File: config.mk
export PLATFORM = sky130hd
export DESIGN_NAME = imm_ext_pipe_flat
export DESIGN_NICKNAME = d
export VERILOG_FILES = /design/src/rtl/imm_ext_pipe_pkg.sv /design/src/rtl/imm_ext_pipe_if.sv /design/src/rtl/imm_ext_pipe_ext_core.sv /design/src/rtl/imm_ext_pipe.sv /design/src/flat_wrapper.sv
export SDC_FILE = /design/constraint.sdc
export NUM_CORES = 1
export LEC_CHECK = 0
export CAP_MARGIN = 20
export CELL_PAD_IN_SITES_DETAIL_PLACEMENT = 0
export CELL_PAD_IN_SITES_GLOBAL_PLACEMENT = 1
export CORE_UTILIZATION = 35
export DETAILED_ROUTE_END_ITERATION = 16
export PLACE_DENSITY = 0.78
export SYNTH_ARGS = -nofsm -noshare
export SYNTH_HDL_FRONTEND = slang
export SYNTH_SLANG_ARGS = --single-unit
export TNS_END_PERCENT = 100
File: constraint.sdc
create_clock -name clk -period 3.27 [get_ports clk]
set_clock_uncertainty 0.1 [all_clocks]
set_input_delay 0.327 -clock clk [delete_from_list [all_inputs] [get_ports clk]]
set_output_delay 0.327 -clock clk [all_outputs]
set_load 0.02 [all_outputs]
File: src/rtl/imm_ext_pipe_pkg.sv
// Shared encodings for the immediate extender pipeline.
// Decode drives in_op with these mode values.
package imm_ext_pipe_pkg;

    typedef logic [2:0] ext_op_t;

    localparam ext_op_t EXT_ZERO      = 3'd0;
    localparam ext_op_t EXT_SIGN      = 3'd1;
    localparam ext_op_t EXT_UPPER     = 3'd2;
    localparam ext_op_t EXT_SIGN_SHL2 = 3'd3;
    localparam ext_op_t EXT_ZERO_SHL2 = 3'd4;

endpackage

File: src/rtl/imm_ext_pipe_if.sv
// Valid/ready bundle between decode, the extender and execute.
// slave is the extender side, master the producer/consumer side.
interface imm_ext_pipe_if #(
    parameter int IN_W  = 16,
    parameter int OUT_W = 32,
    parameter int TAG_W = 5
);
    import imm_ext_pipe_pkg::*;

    logic             in_valid;
    logic             in_ready;
    logic [IN_W-1:0]  in_imm;
    ext_op_t          in_op;
    logic [TAG_W-1:0] in_tag;
    logic             out_valid;
    logic             out_ready;
    logic [OUT_W-1:0] out_data;
    logic [TAG_W-1:0] out_tag;
    logic             out_err;
    logic             err_sticky;

    modport slave (
        input  in_valid, in_imm, in_op, in_tag, out_ready,
        output in_ready, out_valid, out_data, out_tag,
        output out_err, err_sticky
    );

    modport master (
        output in_valid, in_imm, in_op, in_tag, out_ready,
        input  in_ready, out_valid, out_data, out_tag,
        input  out_err, err_sticky
    );

endinterface

File: src/rtl/imm_ext_pipe_ext_core.sv
// Combinational mode decode and extension of one immediate.
// Illegal modes produce zero data with err raised.
module ext_core
    import imm_ext_pipe_pkg::*;
#(
    parameter int IN_W  = 16,
    parameter int OUT_W = 32
) (
    input  logic [IN_W-1:0]  imm,
    input  ext_op_t          op,
    output logic [OUT_W-1:0] data,
    output logic             err
);

    logic [OUT_W-1:0] zext;
    logic [OUT_W-1:0] sext;

    assign zext = {{(OUT_W-IN_W){1'b0}}, imm};
    assign sext = {{(OUT_W-IN_W){imm[IN_W-1]}}, imm};

    always_comb begin
        data = '0;
        err  = 1'b0;
        unique case (1'b1)
            (op == EXT_ZERO):      data = zext;
            (op == EXT_SIGN):      data = sext;
            (op == EXT_UPPER):     data = {imm, {(OUT_W-IN_W){1'b0}}};
            (op == EXT_SIGN_SHL2): data = sext << 2;
            (op == EXT_ZERO_SHL2): data = zext << 2;
            default:               err  = 1'b1;
        endcase
    end

endmodule

File: src/rtl/imm_ext_pipe.sv
// Immediate extender with a registered output and 2-entry skid buffer.
// M drives the outputs; S absorbs one entry while execute stalls.
module imm_ext_pipe
    import imm_ext_pipe_pkg::*;
#(
    parameter int IN_W  = 16,
    parameter int OUT_W = 32,
    parameter int TAG_W = 5
) (
    input logic           clk,
    input logic           reset,
    imm_ext_pipe_if.slave bus
);

    typedef enum logic [1:0] {EMPTY, ONE, FULL} occ_t;

    typedef struct packed {
        logic [OUT_W-1:0] data;
        logic [TAG_W-1:0] tag;
        logic             err;
    } entry_t;

    occ_t             state;
    occ_t             state_nx;
    entry_t           m_q;
    entry_t           s_q;
    entry_t           new_e;
    logic             rdy_q;
    logic             sticky_q;
    logic             in_fire;
    logic             out_fire;
    logic             m_valid;
    logic             load_m;
    logic             load_s;
    logic             shift;
    logic [OUT_W-1:0] ext_data;
    logic             ext_err;

    ext_core #(
        .IN_W (IN_W),
        .OUT_W(OUT_W)
    ) u_core (
        .imm (bus.in_imm),
        .op  (bus.in_op),
        .data(ext_data),
        .err (ext_err)
    );

    assign new_e    = '{data: ext_data, tag: bus.in_tag, err: ext_err};
    assign m_valid  = (state != EMPTY);
    assign in_fire  = bus.in_valid && rdy_q;
    assign out_fire = m_valid && bus.out_ready;

    always_ff @(posedge clk or negedge reset) begin
        if (!reset) state <= EMPTY;
        else        state <= state_nx;
    end

    always_comb begin
        state_nx = state;
        load_m   = 1'b0;
        load_s   = 1'b0;
        shift    = 1'b0;
        unique case (state)
            EMPTY: begin
                if (in_fire) begin
                    state_nx = ONE;
                    load_m   = 1'b1;
                end
            end
            ONE: begin
                if (in_fire && out_fire) begin
                    load_m = 1'b1;
                end else if (in_fire) begin
                    state_nx = FULL;
                    load_s   = 1'b1;
                end else if (out_fire) begin
                    state_nx = EMPTY;
                end
            end
            FULL: begin
                if (out_fire) begin
                    state_nx = ONE;
                    shift    = 1'b1;
                end
            end
            default: state_nx = EMPTY;
        endcase
    end

    // rdy_q is low through reset and rises on the first clock after release
    always_ff @(posedge clk or negedge reset) begin
        if (!reset) begin
            m_q      <= '0;
            s_q      <= '0;
            rdy_q    <= 1'b0;
            sticky_q <= 1'b0;
        end else begin
            if (load_m)     m_q <= new_e;
            else if (shift) m_q <= s_q;
            if (load_s)     s_q <= new_e;
            else if (shift) s_q <= '0;
            rdy_q    <= (state_nx != FULL);
            sticky_q <= sticky_q | (in_fire & ext_err);
        end
    end

    assign bus.in_ready   = rdy_q;
    assign bus.out_valid  = m_valid;
    assign bus.out_data   = m_q.data;
    assign bus.out_tag    = m_q.tag;
    assign bus.out_err    = m_q.err;
    assign bus.err_sticky = sticky_q;

endmodule

File: src/flat_wrapper.sv
// flat-port wrapper written by rule: the top's interface ports become plain ports
module imm_ext_pipe_flat import imm_ext_pipe_pkg::*;
#(
    parameter int IN_W  = 16,
    parameter int OUT_W = 32,
    parameter int TAG_W = 5
)
  (clk, reset, bus_in_valid, bus_in_imm, bus_in_op, bus_in_tag, bus_out_ready, bus_in_ready, bus_out_valid, bus_out_data, bus_out_tag, bus_out_err, bus_err_sticky);
  imm_ext_pipe_if #(.IN_W(IN_W), .OUT_W(OUT_W), .TAG_W(TAG_W)) bus_i ();
  input logic clk;
  input logic reset;
  input wire logic [$bits(bus_i.in_valid)-1:0] bus_in_valid;
  input wire logic [$bits(bus_i.in_imm)-1:0] bus_in_imm;
  input wire logic [$bits(bus_i.in_op)-1:0] bus_in_op;
  input wire logic [$bits(bus_i.in_tag)-1:0] bus_in_tag;
  input wire logic [$bits(bus_i.out_ready)-1:0] bus_out_ready;
  output wire logic [$bits(bus_i.in_ready)-1:0] bus_in_ready;
  output wire logic [$bits(bus_i.out_valid)-1:0] bus_out_valid;
  output wire logic [$bits(bus_i.out_data)-1:0] bus_out_data;
  output wire logic [$bits(bus_i.out_tag)-1:0] bus_out_tag;
  output wire logic [$bits(bus_i.out_err)-1:0] bus_out_err;
  output wire logic [$bits(bus_i.err_sticky)-1:0] bus_err_sticky;
  assign bus_i.in_valid = bus_in_valid;
  assign bus_i.in_imm = bus_in_imm;
  assign bus_i.in_op = bus_in_op;
  assign bus_i.in_tag = bus_in_tag;
  assign bus_i.out_ready = bus_out_ready;
  assign bus_in_ready = bus_i.in_ready;
  assign bus_out_valid = bus_i.out_valid;
  assign bus_out_data = bus_i.out_data;
  assign bus_out_tag = bus_i.out_tag;
  assign bus_out_err = bus_i.out_err;
  assign bus_err_sticky = bus_i.err_sticky;
  imm_ext_pipe #(.IN_W(IN_W), .OUT_W(OUT_W), .TAG_W(TAG_W)) u_core (.clk(clk), .reset(reset), .bus(bus_i));
endmodule
# Word level (Yosys, flattened, before mapping)
# Cells that the tools add are included.
[op_classes] mux=19 add_sub_neg=0 multipliers=0 bitwise=2 n_shift=0 n_eq_ne=7 n_div=0 reduce_logical=9 order_cmp=0
[op_table] op="one-hot mux 32 bit (5 select lines)" count=1
[op_table] op="2-to-1 mux 38 bit" count=4
[op_table] op="2-to-1 mux 2 bit" count=5
[op_table] op="2-to-1 mux 1 bit" count=7
[op_table] op="== test 3 x 2 -> 1 bit, second input constant" count=2
[op_table] op="one-hot mux 2 bit (3 select lines)" count=1
[op_table] op="nonzero test 2 bit" count=3
[op_table] op="OR reduction 5 bit" count=1
[op_table] op="== test 3 x 1 -> 1 bit, second input constant" count=1
[op_table] op="== test 3 bit, second input constant" count=1
[op_table] op="logical AND 1 bit" count=3
[op_table] op="zero test 3 bit" count=1
[op_table] op="== test 2 x 1 -> 1 bit, second input constant" count=1
[op_table] op="== test 2 bit, second input constant" count=1
[op_table] op="zero test 2 bit" count=1
[op_table] op="!= test 2 bit, second input constant" count=1
[op_table] op="one-hot mux 1 bit (2 select lines)" count=1
[op_table] op="AND 1 bit" count=1
[op_table] op="bitwise OR 1 bit" count=1
[word_totals] input_bits=28 mem_bits_rw=0 reg_bits=80 output_inout_bits=41 mem_bits_ro=0 elab_cells=46 latchBits=0 memories=0

# Depth between registers and ports, before layout
# Gate-level depths: netlist (run 1).
[depth] ltp_word=7 mapped_depth=6 ltp_nobuf=4

# By module
# A second synthesis (run 1) with hierarchy kept.
[hier_totals] hier_cells=419 area_unflattened_um2=4357.9
[modules_own_cells] module="imm_ext_pipe" cells_per_inst=334 n_inst=1 seq_area_each_um2=2001.9 area_each_um2=3832.4
[modules_own_cells] module="ext_core" cells_per_inst=85 n_inst=1 seq_area_each_um2=0.0 area_each_um2=525.5

# Least setup slack after synthesis (run 1)
# OpenSTA, ideal clock, no wires.
[synth_path] path_type="reg2reg" startpoint="register u_core.rdy_q, in the netlist u_core.bus.in_ready" endpoint="register u_core.m_q, in the netlist u_core.bus.out_data[0]" path_stages_with_launch=5 period_less_slack_ps=1488 setup_time_ps=126 setup_slack_ps=1782 required_time_ps=3044 t_arrival_ps=1262 path_cell_list="dfrtp_1 and3b_1 a21oi_1 buf_2 a221o_1"
[synth_via] elab_chain_len=5 elab_cells_between_ends=7
[synth_rtl] item="start, declared" line="imm_ext_pipe.sv:28" rtl="logic rdy_q;"
[synth_rtl] item="start signal, assigned" line="imm_ext_pipe.sv:103" rtl="rdy_q <= (state_nx != FULL);"
[synth_rtl] item="logical AND 1 bit *" line="imm_ext_pipe.sv:51" rtl="assign in_fire = bus.in_valid && rdy_q;"
[synth_rtl] item="logical AND 1 bit" line="imm_ext_pipe.sv:72" rtl="if (in_fire && out_fire) begin"
[synth_rtl] item="2-to-1 mux 1 bit" line="imm_ext_pipe.sv:72"
[synth_rtl] item="one-hot mux 1 bit (2 select lines) *" line="imm_ext_pipe.sv:64" rtl="unique case (state)"
[synth_rtl] item="2-to-1 mux 38 bit / nonzero test 2 bit (equally long branches)"
[synth_rtl] item="end signal, assigned" line="imm_ext_pipe.sv:99" rtl="if (load_m) m_q <= new_e;"
[synth_rtl] item="end signal, assigned" line="imm_ext_pipe.sv:100" rtl="else if (shift) m_q <= s_q;"
[synth_rtl] item="end, declared" line="imm_ext_pipe.sv:25" rtl="entry_t m_q;"
# Mark *: on every way between the ends. The rest lies on a longest branch, timed or not.
# A chain may end at the register's enable or synchronous reset.

# Final worst setup path (run 1)
[layout_path] startpoint="register u_core.state[0]" endpoint="output bus_out_valid"
[layout_via] elab_chain_len=1
[layout_rtl] item="start, declared" line="imm_ext_pipe.sv:23" rtl="occ_t state;"
[layout_rtl] item="start signal, assigned" line="imm_ext_pipe.sv:56" rtl="else state <= state_nx;"
[layout_rtl] item="nonzero test 2 bit" line="imm_ext_pipe.sv:50" rtl="assign m_valid = (state != EMPTY);"
[layout_rtl] item="end, declared" line="flat_wrapper.sv:18" rtl="output wire logic [$bits(bus_i.out_valid)-1:0] bus_out_valid;"
# No other way between the ends.

==> results of run 1 <==
state kept, by name, indices dropped and copies added (netlist names):
name	cells
u_core.s_q	38
u_core.bus.out_data	32
u_core.bus.out_tag	5
u_core.state	2
u_core.bus.err_sticky	1
u_core.bus.in_ready	1
u_core.bus.out_err	1
logic make-up after synthesis:
family | after synthesis | synth area share [%]
DFF | 80 | 55.6
buffers and inverters | 30 | 4.17
and+or+nand+nor | 106 | 14.9
AOI/OAI and AO/OA | 117 | 21.5
muxes | 14 | 3.92
Yosys cell counts (all sizes together):
master / count / area share [%]
dfrtp: 80 / 56
o21ai: 41 / 5.7
nand3: 38 / 5.3
nand2: 30 / 3.2
a22oi: 28 / 5.8
buf: 24 / 3.5
a21oi: 13 / 1.8
mux2i: 13 / 3.6
a221o: 12 / 3.3
nor2: 11 / 1.4
nor3: 9 / 1.2
o31ai: 9 / 1.9
a31oi: 6 / 1.0
a221oi: 4 / 0.97
clkbuf: 4 / 0.42
nor4b: 4 / 0.97
and3b: 3 / 0.73
nand2b: 3 / 0.52
inv: 2 / 0.21
nand3b: 2 / 0.42
nor2b: 2 / 0.42
or2: 2 / 0.35
a21boi: 1 / 0.21
a31o: 1 / 0.24
a32o: 1 / 0.28
and2: 1 / 0.17
and2b: 1 / 0.21
mux2: 1 / 0.31
o21bai: 1 / 0.21
per-stage QoR:
stage / std cells / worst slack, ns / area (sq um) / utilization (%)
floorplan: 347 / 1.78 / 3600 / -
global placement: 525 / 0.891 / 4360 / 44.2
detailed placement: 525 / 0.927 / 4360 / 44.2
CTS: 541 / 1.19 / 4550 / 46.1
global route: 543 / 1.16 / 4590 / 46.5
finish: 543 / 1.21 / 4590 / 46.5
cell type report:
class                      count  area (sq um)  share of cell area [%]
sequential                    80          2000                    43.6
multi-input combinational    237          1460                    31.8
tap                          133           166                    3.63
clock buffer                  12           135                    2.94
inverter                       2          7.51                   0.164
timing repair buffer          75           766                    16.7
clock inverter                 4          55.1                    1.20
power breakdown:
| group | switching, W | leakage [nW] | internal [W] | total [W] |
|---|---|---|---|---|
| combinational | 0.000781 | 0.793 | 0.000674 | 0.00145 |
| clock | 0.000355 | 0.0908 | 0.000357 | 0.000711 |
| sequential | 0.000241 | 1.04 | 0.00140 | 0.00164 |
worst max-delay path: stages (launching register included):
cell and delay, ns:
dfrtp_1 0.44, or2_2 0.31, clkdlybuf4s50_1 0.54
layer usage:
| metal | share of wire, % | global-route usage, % |
|---|---|---|
| met1 | 45 | 26.0 |
| met2 | 47 | 29.4 |
| met3 | 7.0 | 5.04 |
| met4 | 1.2 | 5.53 |
| met5 | 0 | 0 |
what timing repair did:
item | in CTS | in global routing
setup endpoints to repair | 0 | 0
endpoints found under the hold margin | 0 | 21
hold buffers | 0 | 1
path summary, 6_finish.rpt:
path | endpoint | slack (ns)
setup / recovery | bus_out_valid | 1.21
hold / removal | u_core.s_q[12] | 0.30
setup reg to reg | u_core.bus.out_data[5] | 1.44
hold reg to reg | u_core.bus.out_tag[1] | 0.38
max in group asynchronous | u_core.bus.out_data[15] | 2.18
min in group clk | u_core.bus.out_tag[1] | 0.38
==> results.json, run 1 <==
{
  "max-vdd-ir-drop_mv": 0.431,
  "min_period_ns": 2.06,
  "clk-insertion-delay-late_ns": 0.35,
  "fin_crit_sh_pct": 63.1,
  "clock_path_buffers": 2,
  "startpoint": "u_core.state[0]",
  "p_leak_nw": 1.93,
  "grt_use_total_pct": 18.9,
  "critPathMaxFanout": 7,
  "cts_root_buf": "clkbuf_8",
  "nFillCells": 925,
  "cts.sinks": 80,
  "routedWlPerCell_um": 17.4,
  "cts_buffers": 9,
  "drive_above_1_share_pct": 7.56,
  "syn_area_sq_um": 3600,
  "port_buffers": 68,
  "ctsResizeCount": 0,
  "area_growth_pct": 27.4,
  "synth.net_count": 375,
  "start_util_pct": 36.5,
  "grt_first_pass_wirelength_mm": 15.3,
  "setup_viol": 0,
  "antenna_found_initial": 0,
  "r2r_cells": 5,
  "diodes": 0,
  "r2r_start": "u_core.state[1]",
  "cts_max_level": 3,
  "first_pass_iters": 5,
  "max_cap_violations": 0,
  "synth_cell_types": 37,
  "postRouteAntennaNets": 0,
  "cts_setup_buffers": 0,
  "ys_seq_elements": 80,
  "total_power_w": 0.00380,
  "fp-row-count": 36,
  "vias": 3015,
  "final_common_cell": "dfrtp_1",
  "dieWidth_um": 103,
  "core_sq_um": 9860,
  "die_area_sq_um": 10700,
  "cp-end-kind": "output port",
  "drc": 0,
  "drt_wl_total_mm": 9.47,
  "hold_path.class": "primary input to async pin",
  "critPathKind": "flip-flop to output port",
  "grt_max_degree": 81,
  "synth_warnings": 0,
  "grt_pass1_vias": 2967,
  "arrival_ns": 1.64,
  "status": "completed",
  "hold_viol": 0,
  "drt_iter0_drc": 217,
  "finalSetupTns_ns": 0,
  "layout_common_cells": "dfrtp_1 (80), clkdlybuf4s50_1 (67), nand3_1 (38)",
  "rsz0062_at_grt": "false",
  "hold-worst-slack_ns": 0.300,
  "fmax_mhz": 485,
  "grt_overflow": 0,
  "synth.yosys.seq_area_share_pct": 55.6,
  "place.gp.congestion": 0.838,
  "syn_avg_cell_area_sq_um": 10.4,
  "slew_headroom_pct": 55.0,
  "tightestPinTransition_ns": 0.675,
  "place_hpwl_mm": 6.02,
  "cp-start-kind": "flip-flop",
  "ios": 69,
  "timing_max_transition_violations_final": 0,
  "postSynthCellCount": 347,
  "cts_tree": "done",
  "final_nets": 433,
  "required_ns": 2.84,
  "die_h_um": 103,
  "viasPerCell": 5.55,
  "p_per_area_nw_per_um2": 828,
  "path_clk_slew_ns": 0.09
}
Note: power is estimated with default switching activity, not from simulation.
==> run 2, diff against run 1 <==
Settings changed: PLACE_DENSITY 0.78 to 0.81.
Clock period 3.27 ns to 1.8 ns, I/O delays scaled along.
==> results.json, run 2 (synthesis gave the netlist of run 1 again) <==
{
  "area_growth_pct": 34.8,
  "cp-end-kind": "output port",
  "grt_use_total_pct": 19.9,
  "regToRegSetupSlack_ns": 0.21,
  "pwr-share-clk_pct": 21.7,
  "combinationalPowerShare_pct": 38.0,
  "core_sq_um": 9860,
  "cp-start-kind": "flip-flop",
  "fin_crit_sh_pct": 93.9,
  "hold_viol": 0,
  "rsz0062_at_grt": "false",
  "dieWidth_um": 103,
  "path_clk_slew_ns": 0.08,
  "cts_buffers": 9,
  "drive_above_1_share_pct": 12.3,
  "crit_family": "flip-flops",
  "setup_viol": 0,
  "post-place-cells": 548,
  "worst-path-buf-inv": 1,
  "postLayoutSetupSlackWorst_ns": 0.110,
  "diodes": 0,
  "tightestPinTransition_ns": 0.537,
  "vias": 3157,
  "slowest_stage": "dfrtp_1",
  "critPathMaxFanout": 7,
  "clock_path_buffers": 2,
  "p_per_area_nw_per_um2": 1520,
  "grt_first_pass_wirelength_mm": 16.0,
  "antenna_found_initial": 0,
  "power_switching_w": 0.00255,
  "drt_iter0_drc": 180,
  "fmax_mhz": 592,
  "routedWlPerCell_um": 17.4,
  "r2r_cells": 4,
  "cts_root_buf": "clkbuf_8",
  "status": "completed",
  "pre_cts_ws_ns": -0.210,
  "hold-worst-slack_ns": 0.245,
  "timing_max_transition_violations_final": 0,
  "worstPathCellList": "or2_2, dlygate4sd2_1",
  "postRouteAntennaNets": 0,
  "layout_common_cells": "dfrtp_1 (80), clkdlybuf4s50_1 (66), nand3_1 (38)",
  "grt_pass1_vias": 3121,
  "max_cap_violations": 0,
  "viasPerCell": 5.60,
  "cp_num_cells": 2,
  "fin_util_pct": 49.3,
  "place_hpwl_mm": 6.70,
  "first_pass_iters": 5,
  "critPathMaxStageDelay_ns": 0.44,
  "drt_wl_total_mm": 9.83,
  "swShare_pct": 34.5,
  "finalSetupTns_ns": 0,
  "final-instance-count-excl-fill": 564,
  "critPathKind": "flip-flop to output port",
  "ios": 69,
  "final_common_cell": "dfrtp_1",
  "clk-insertion-delay-late_ns": 0.35,
  "max-vdd-ir-drop_mv": 0.611,
  "final_nets": 455,
  "slew_headroom_pct": 64.2,
  "arrival_ns": 1.41,
  "hold_path.class": "primary input to async pin",
  "grt_overflow": 0,
  "die_h_um": 103,
  "die_area_sq_um": 10700,
  "grt_max_degree": 41,
  "min_period_ns": 1.69,
  "p_leak_nw": 2.09,
  "intPower_w": 0.00484,
  "fp-row-count": 36,
  "port_buffers": 68,
  "regMostFlops": "u_core.s_q",
  "power_frac_seq_pct": 40.3,
  "cts_tree": "done",
  "cts_setup_buffers": 0,
  "start_util_pct": 36.5,
  "drc": 0,
  "cts_max_level": 3,
  "required_ns": 1.52,
  "largest_reg_flops": 38,
  "place.gp.congestion": 0.886,
  "cts.sinks": 80
}
[run 2: changes by cell type in the layout (fill, tap and decap cells not counted), moves of 2 or more]
cell       before  now
clkinv_4        2    0
bufinv_16       1    3
buf_12          1    7
buf_4           5   22
[run 2: path summary, 6_finish.rpt]
path                                  startpoint                 endpoint
min reg2reg                u_core.bus.out_tag[0]    u_core.bus.out_tag[0]
max in group asynchronous                  reset    u_core.bus.out_tag[2]
min in group clk                   bus_in_tag[0]            u_core.s_q[1]
max                              u_core.state[0]            bus_out_valid
min                                        reset  u_core.bus.out_data[26]
max reg2reg                      u_core.state[1]  u_core.bus.out_data[31]
[run 2: power by group through the flow]
stage / logic (W) / registers, W / clock network, W
2_1_floorplan: 0.00111 / 0.00335 / 0
3_3_place_gp: 0.00279 / 0.00298 / 0
3_5_place_dp: 0.00284 / 0.00301 / 0
4_1_cts: 0.00285 / 0.00298 / 0.00161
5_1_grt: 0.00309 / 0.00307 / 0.00170
6_report: 0.00281 / 0.00298 / 0.00160
[run 2: worst reg2reg max path, stage by stage, from the launching register on]
cell,delay [ns]
dfrtp_1,0.43
and3b_1,0.35
a21oi_2,0.11
buf_12,0.18
a221o_1,0.30
[run 2: routing by layer]
metal	vias up	GRT usage [%]	wire, um
li1	1465	-	-
met1	1566	27.7	4440
met2	112	30.8	4710
met3	14	3.09	502
met4	0	8.45	179
met5	-	0	0
[run 2: area by class of cell]
cell class,count,area [sq um]
fill,904,5010
sequential,80,2000
multi-input combinational,237,1460
timing repair buffer,97,985
tap,133,166
clock buffer,12,145
clock inverter,3,90.1
inverter,2,7.51
[run 2: through the flow]
stage / cell area [sq um] / power (W)
2_1_floorplan: 3600 / 0.00446
3_3_place_gp: 4610 / 0.00577
3_5_place_dp: 4610 / 0.00585
4_1_cts: 4850 / 0.00744
5_1_grt: 4860 / 0.00786
6_report: 4860 / 0.00739
[run 2: repair_timing]
action                                 in CTS  in global routing
setup endpoints to repair                   1                  4
resized for setup                           1                  1
gates cloned                                0                  0
hold buffers                                1                  0
endpoints found under the hold margin      38                  0
